## src/rtl/dmem_arbiter.sv

```systemverilog
// dmem_arbiter: two-requester round-robin arbiter for a single-outstanding data-memory port
module dmem_arbiter #(
  parameter int TIMEOUT = 15
) (
  input  logic        clk,
  input  logic        rst,
  input  logic        i_r0_valid,
  input  logic        i_r1_valid,
  output logic        o_r0_ready,
  output logic        o_r1_ready,
  input  logic        i_r0_we,
  input  logic [3:0]  i_r0_sel,
  input  logic [31:0] i_r0_addr,
  input  logic [31:0] i_r0_wdata,
  input  logic        i_r1_we,
  input  logic [3:0]  i_r1_sel,
  input  logic [31:0] i_r1_addr,
  input  logic [31:0] i_r1_wdata,
  output logic        o_r0_rvalid,
  output logic [31:0] o_r0_rdata,
  output logic        o_r0_err,
  output logic        o_r1_rvalid,
  output logic [31:0] o_r1_rdata,
  output logic        o_r1_err,
  output logic        o_m_wr_en,
  output logic [3:0]  o_m_sel,
  output logic [31:0] o_m_addr,
  output logic [31:0] o_m_wdata,
  output logic        o_m_d_ready,
  input  logic [31:0] i_m_rdata,
  input  logic        i_m_d_valid,
  input  logic        i_m_error
);
  typedef enum logic [1:0] {IDLE, ISSUE, WAIT, RESP} state_t;
  state_t state, state_nx;
  logic prio, gnt, l_gnt, l_we, r_err, hs, tmo, mem_on, resp;
  logic [3:0] l_sel;
  logic [31:0] l_addr, l_wdata, r_data;
  logic [7:0] cnt;
  assign gnt = (i_r0_valid && i_r1_valid) ? prio : i_r1_valid;
  assign o_r0_ready = state == IDLE && !rst && i_r0_valid && !gnt;
  assign o_r1_ready = state == IDLE && !rst && i_r1_valid && gnt;
  assign hs = o_r0_ready || o_r1_ready;
  assign tmo = cnt == 8'(TIMEOUT - 1);
  assign mem_on = state == ISSUE || state == WAIT;
  assign resp = state == RESP;
  assign o_m_wr_en = state == ISSUE && l_we;
  assign o_m_d_ready = mem_on;
  assign o_m_sel = mem_on ? l_sel : 4'h0;
  assign o_m_addr = mem_on ? l_addr : 32'h0;
  assign o_m_wdata = mem_on ? l_wdata : 32'h0;
  assign o_r0_rvalid = resp && !l_gnt;
  assign o_r1_rvalid = resp && l_gnt;
  assign o_r0_rdata = o_r0_rvalid ? r_data : 32'h0;
  assign o_r1_rdata = o_r1_rvalid ? r_data : 32'h0;
  assign o_r0_err = o_r0_rvalid && r_err;
  assign o_r1_err = o_r1_rvalid && r_err;
  // next state: any memory response or the timeout ends WAIT
  always_comb begin
    state_nx = state;
    state_nx = state == IDLE  ? (hs ? ISSUE : IDLE) :
               state == ISSUE ? WAIT :
               state == WAIT  ? ((i_m_error || i_m_d_valid || tmo) ? RESP : WAIT) :
               IDLE;
  end
  // state, request latch, response capture, timeout counter and priority pointer
  always_ff @(posedge clk) begin
    if (rst) begin
      state <= IDLE;
      prio <= 1'b0;
      cnt <= 8'h0;
      l_gnt <= 1'b0;
      l_we <= 1'b0;
      l_sel <= 4'h0;
      l_addr <= 32'h0;
      l_wdata <= 32'h0;
      r_data <= 32'h0;
      r_err <= 1'b0;
    end else begin
      state <= state_nx;
      if (hs) begin
        l_gnt <= gnt;
        l_we <= gnt ? i_r1_we : i_r0_we;
        l_sel <= gnt ? i_r1_sel : i_r0_sel;
        l_addr <= gnt ? i_r1_addr : i_r0_addr;
        l_wdata <= gnt ? i_r1_wdata : i_r0_wdata;
      end
      if (state == ISSUE) cnt <= 8'h0;
      if (state == WAIT) begin
        if (i_m_error || (!i_m_d_valid && tmo)) begin
          r_err <= 1'b1;
          r_data <= 32'h0;
        end else if (i_m_d_valid) begin
          r_err <= 1'b0;
          r_data <= i_m_rdata;
        end
        if (!i_m_error && !i_m_d_valid) cnt <= cnt + 8'h1;
      end
      if (resp) prio <= !l_gnt;
    end
  end
endmodule

```

## config.mk

```make
export PLATFORM = sky130hd
export DESIGN_NAME = dmem_arbiter
export DESIGN_NICKNAME = d
export VERILOG_FILES = /design/src/rtl/dmem_arbiter.sv
export SDC_FILE = /design/constraint.sdc
export NUM_CORES = 1
export LEC_CHECK = 0
export CAP_MARGIN = 20
export CORE_MARGIN = 2
export CORE_UTILIZATION = 40
export CTS_CLUSTER_SIZE = 20
export DETAILED_ROUTE_END_ITERATION = 10
export HOLD_SLACK_MARGIN = 0.03
export PLACE_DENSITY = 0.82
export SYNTH_ARGS = -nofsm -noshare
export SYNTH_HDL_FRONTEND = slang
export SYNTH_SLANG_ARGS = --single-unit
```

## constraint.sdc

```tcl
create_clock -name clk -period 2.3 [get_ports clk]
set_input_delay 0.69 -clock clk [delete_from_list [all_inputs] [get_ports clk]]
set_output_delay 0.69 -clock clk [all_outputs]
set_load 0.01 [all_outputs]
```

; ---- Yosys cells after proc, flatten, opt, wreduce, memory -nomap -nowiden
; Index checks and enable logic that the tools add are counted.
; Widths: inputs -> output; s select.
[totals]
regBits = 114
input_bits = 176
output_inout_bits = 140
elab_cells = 63
[op_classes]
add_sub_neg = 1
eq_ne = 4
n_mux = 22
n_reduce_logical = 26
[op_table]
columns = op, n
row1 = $mux 32, 8
row2 = $mux 8, 3
row3 = $logic_and 1x1->1, 13
row4 = $add 8x1->8 const B, 1
row5 = $eq 8x4->1 const B, 1
row6 = $mux 4, 2
row7 = $mux 1, 6
row8 = $mux 2, 3
row9 = $logic_not 1->1, 5
row10 = $logic_or 1x1->1, 5
row11 = $eq 2x2->1 const B, 2
row12 = $eq 2x1->1 const B, 1
row13 = $logic_not 2->1, 1
row14 = $reduce_and 2->1, 1
row15 = $reduce_bool 2->1, 1

; ---- Longest topological paths before layout
[logic_depth]
word_depth = 7
mapped_depth = 9

; ---- Worst setup path before layout
; OpenSTA, ideal clock, no wires.
[synth_path]
path_kind = in2out
from = input rst
to = output o_r0_ready
arrival_ns = 1.652
setup_slack_ns = -0.042
cell_stages = 6
n_path_buf = 3
path_cell_list = buf_2 > nor2b_1 > buf_2 > buf_1 > nand2_1 > a21oi_1
[synth_between]
elab_chain_len = 4
[synth_rtl]
columns = item, line_no
row1 = "start, declared", 6  ; input logic rst,
row2 = $logic_not 1->1, 41  ; assign o_r0_ready = state == IDLE && !rst && i_r0_valid && !gnt;
row3 = $logic_and 1x1->1 (3 in series), 41
row4 = "end, declared", 9  ; output logic o_r0_ready,
; Every way passes these cells.

; ---- Worst setup path in the final report
[layout_path]
from = register state[0]
to = output o_r0_rdata[31]
[layout_between]
elab_chain_len = 3
[layout_rtl]
columns = item, line_no
row1 = "start, declared", 35  ; state_t state, state_nx;
row2 = "start signal, assigned", 80  ; state <= state_nx;
row3 = $eq 2x2->1, 46  ; assign resp = state == RESP;
row4 = $logic_and 1x1->1, 52  ; assign o_r0_rvalid = resp && !l_gnt;
row5 = $mux 32, 54  ; assign o_r0_rdata = o_r0_rvalid ? r_data : 32'h0;
row6 = "end, declared", 20  ; output logic [31:0] o_r0_rdata,
; Every way passes these cells.

==> summary.md <==
| Metric | Value |
|---|---|
| Via density | `between 5 and 6` |
| Remaining DRCs | `0` |
| Top post-synthesis cells by area | `dfxtp_1 39%, and2_1 11%, a311oi_1 10%` |
| Final instance area | `10800 sq um` |
| CTS sink cnt | `114` |
| Fmax | `~0.4 GHz` |
| Layout Nets | `approximately 1200` |
| Final Power | `6.14 mW` |
| Hold_ws | `0.499 ns` |
| Global route overflow | `0` |
| RSZ-0062 raised after global routing | `true` |
| Ys flop type | `dfxtp_1` |
| Buffers on Ports | `between 300 and 400` |
| Leak | `roughly 4.4 nW` |
| Clk root buf | `clkbuf_16` |
| Die H | `125 microns` |
| Initial Util | `about two fifths` |
| CP Launch Type | `flip-flop` |
| 1st-pass router iterations | `5` |
| Placed Instance Area | `9410 sq um` |
| Number of flops mapped to enable cells by yosys | `0` |
| Gpl congestion | `0.846` |
| Synth-to-Final Area Change | `84.6%` |
| Crit-path most repeated cell | `buf_4` |
| Crit-path slowest cell | `dfxtp_4` |
| Post-Syn Area | `between 5000 and 6000 sq um` |
| Yosys Warn Count | `0` |
| Register Area | `between 2000 and 2500 sq um` |
| Clock power frac | `41.9%` |
| Failing checks | `negative setup slack` |
| Final Slew Violations | `0` |
| Critical path class | `flip-flop to output port` |
| Max clock buf depth | `2` |
| Mapped Cells | `720` |
| Min setup slack post-route | `-0.133 ns` |
| Worst EP arrival | `1.74 ns` |
| Post-layout util | `around three quarters` |
| Internal Power | `between 4 and 5 mW` |
| Setup Viol. Count Final | `107` |
| Distinct cells, synth | `40` |
| Power Dens Cells | `566 nW/um^2` |
| Final hold vios | `0` |
| Insertion delay to the later sink of the worst-skew pair | `0.42 ns` |
| Worst-path clk slew | `0.05 ns` |
| Worst IR drop on VDD | `around 0.00055 V` |
| Worst Skew | `roughly 0.0062 ns` |
| Synth Register Bits | `114` |
| Sequential area share after synthesis | `between 30% and 40%` |
| Delay of the slowest critical-path stage | `approximately 0.36 ns` |
| FP Rows | `between 40 and 50` |
| Outcome | `complete, but fails checks` |
| Max-cap violations | `0` |
| Yosys top cell area share | `38.8%` |
| DRT Wirelength | `between 20000 and 25000 microns` |
| Commonest non-fill, non-tap cell in the layout | `clkdlybuf4s50_1` |
| Post-synth ARST share | `0%` |
| CTS tree | `built` |
| Die Wd | `125 microns` |
| Setup TNS | `-4.77 ns` |
| Combinational Power Share | `a little under a quarter` |
| Min-delay worst type | `flip-flop to flip-flop` |
| Number of global-route vias before repair | `a little under 7000` |
| Sw Ratio | `about a quarter` |
| Worst Max-Slew Pin Slew | `around 0.96 ns` |
| Via count | `between 7000 and 8000` |
| Global Route Usage Sum | `between 20 and 30%` |
| Largest net degree at the start of global routing | `just over 80` |
| Detail Route Antenna Nets | `0` |
| CP Capture Type | `output port` |
| CORE AREA | `roughly 14000 sq um` |
| DRT iter0 DRCs | `about 460` |
| Syn Area/Cell | `between 8 and 9 sq um` |
| Ant diodes | `0` |
| Post-CTS Hold Buffers | `0` |
| # H-tree levels | `4` |
| Fin crit period | `2.43 ns` |
| Share of cells above drive strength 1 | `around a third` |
| First-pass GRT wire length | `36400 microns` |
| Cell taking the most area after synthesis | `dfxtp_1` |
| WL per Instance | `about 20 microns` |
| Detailed-placement wirelength estimate | `between 15000 and 20000 microns` |
| Clock buffer count from CTS | `17` |
| Most frequent cells in the layout | `172 x clkdlybuf4s50_1, 114 x buf_6, 112 x dfxtp_1` |
| Slew headroom | `35.9%` |
| Seq pwr share | `35.4%` |
| CP delay by family, top | `buffers and inverters` |
| Crit path cell chain | `ha_4 > nor2b_4 > buf_4 > buf_12 > buf_4 > and2_4 > buf_6` |
| Crit share post-route | `106%` |
| Syn nets | `between 900 and 1000` |
| Critical Path RT | `1.61 ns` |
| IO Pins | `between 300 and 400` |
| Filler instances | `just under 1000` |
| Initial antenna violation count | `0` |
| Multi-input gate area | `3580 sq um` |
| Switching power | `1.58 mW` |
| Bufs and invs on worst path | `4` |
| Total die area | `approximately 16000 sq um` |
| Worst-path maximum fanout | `8` |
==> registers in the layout, indices dropped and copies added, names as in the netlist <==
signal   flops
l_wdata     32
cnt          8
l_we         1
r_data      32
l_sel        4
prio         1
state        2
l_gnt        1
r_err        1
l_addr      32
==> worst paths after layout <==
path,start,endpoint,slack (ns),cells past startpoint
worst min-delay path,r_data[29],r_data[29],0.50,1
worst min register to register,r_data[29],r_data[29],0.50,1
worst max-delay path,state[0],o_r0_rdata[31],-0.13,7
worst max register to register,state[0],l_wdata[26],0.11,7
==> per-stage QoR <==
| stage | setup WS (ns) | std cells |
|---|---|---|
| after detailed placement | -0.384 | 1174 |
| after floorplan | 0.0634 | 720 |
| after global placement | -0.370 | 1174 |
| after global routing | -0.183 | 1234 |
| final | -0.133 | 1234 |
| after CTS | -0.186 | 1227 |
==> synthesized netlist by cell type (2+ instances only) <==
master    count
and2_1      104
a22o_1       32
dfxtp_1     114
inv_1         7
nor2b_1       2
o211ai_1      2
o21ai_0      72
nand2b_1      2
buf_1         3
nor3b_1       2
a21oi_1      78
nor3_1        3
ha_1          6
nand3_1      74
nor2_1        3
a311oi_1     69
and3_1       34
buf_2         9
nand2_1       8
a211oi_1      2
clkbuf_1     73
or3_1         3
==> layout make-up <==
cell class,count,area share (%)
Clock buffer,23,4.50
Clock inverter,6,0.738
Inverter,7,0.288
Multi-Input combinational cell,513,33.0
Sequential cell,114,21.1
Tap cell,184,2.12
Timing Repair Buffer,387,38.2
==> metal layers <==
layer  GRT usage (%)  share of wire, %  up-vias
met5               0                 0        -
met4            14.8               4.2        0
met3            7.92               9.0       75
met2            50.6                51      452
met1            32.6                36     3401
li1                -                 -     3314
==> power groups by stage <==
stage,logic (mW),registers (mW),clock network (mW)
global placement,1.13,2.19,0
CTS,1.22,2.16,2.60
finish,1.39,2.17,2.58
floorplan,0.516,2.18,0
detailed placement,1.15,2.20,0
global route,1.48,2.18,2.70
==> what timing repair did <==
item / 4_1_cts / 5_1_grt
buffers inserted: 17 / 3
pin swaps: 19 / 45
cloned: 7 / 8
setup endpoints to repair: 140 / 110
gates resized for setup: 630 / 174
==> logic make-up after synthesis <==
| kind of cell | share of synthesized area, % |
|---|---|
| and+or+nand+nor | 24.1 |
| muxes | 0.362 |
| AOI/OAI and AO/OA | 29.3 |
| DFF | 38.8 |
| adders and majority gates | 1.28 |
| buffers and inverters | 6.16 |
Note: power is estimated with default switching activity, not from simulation.
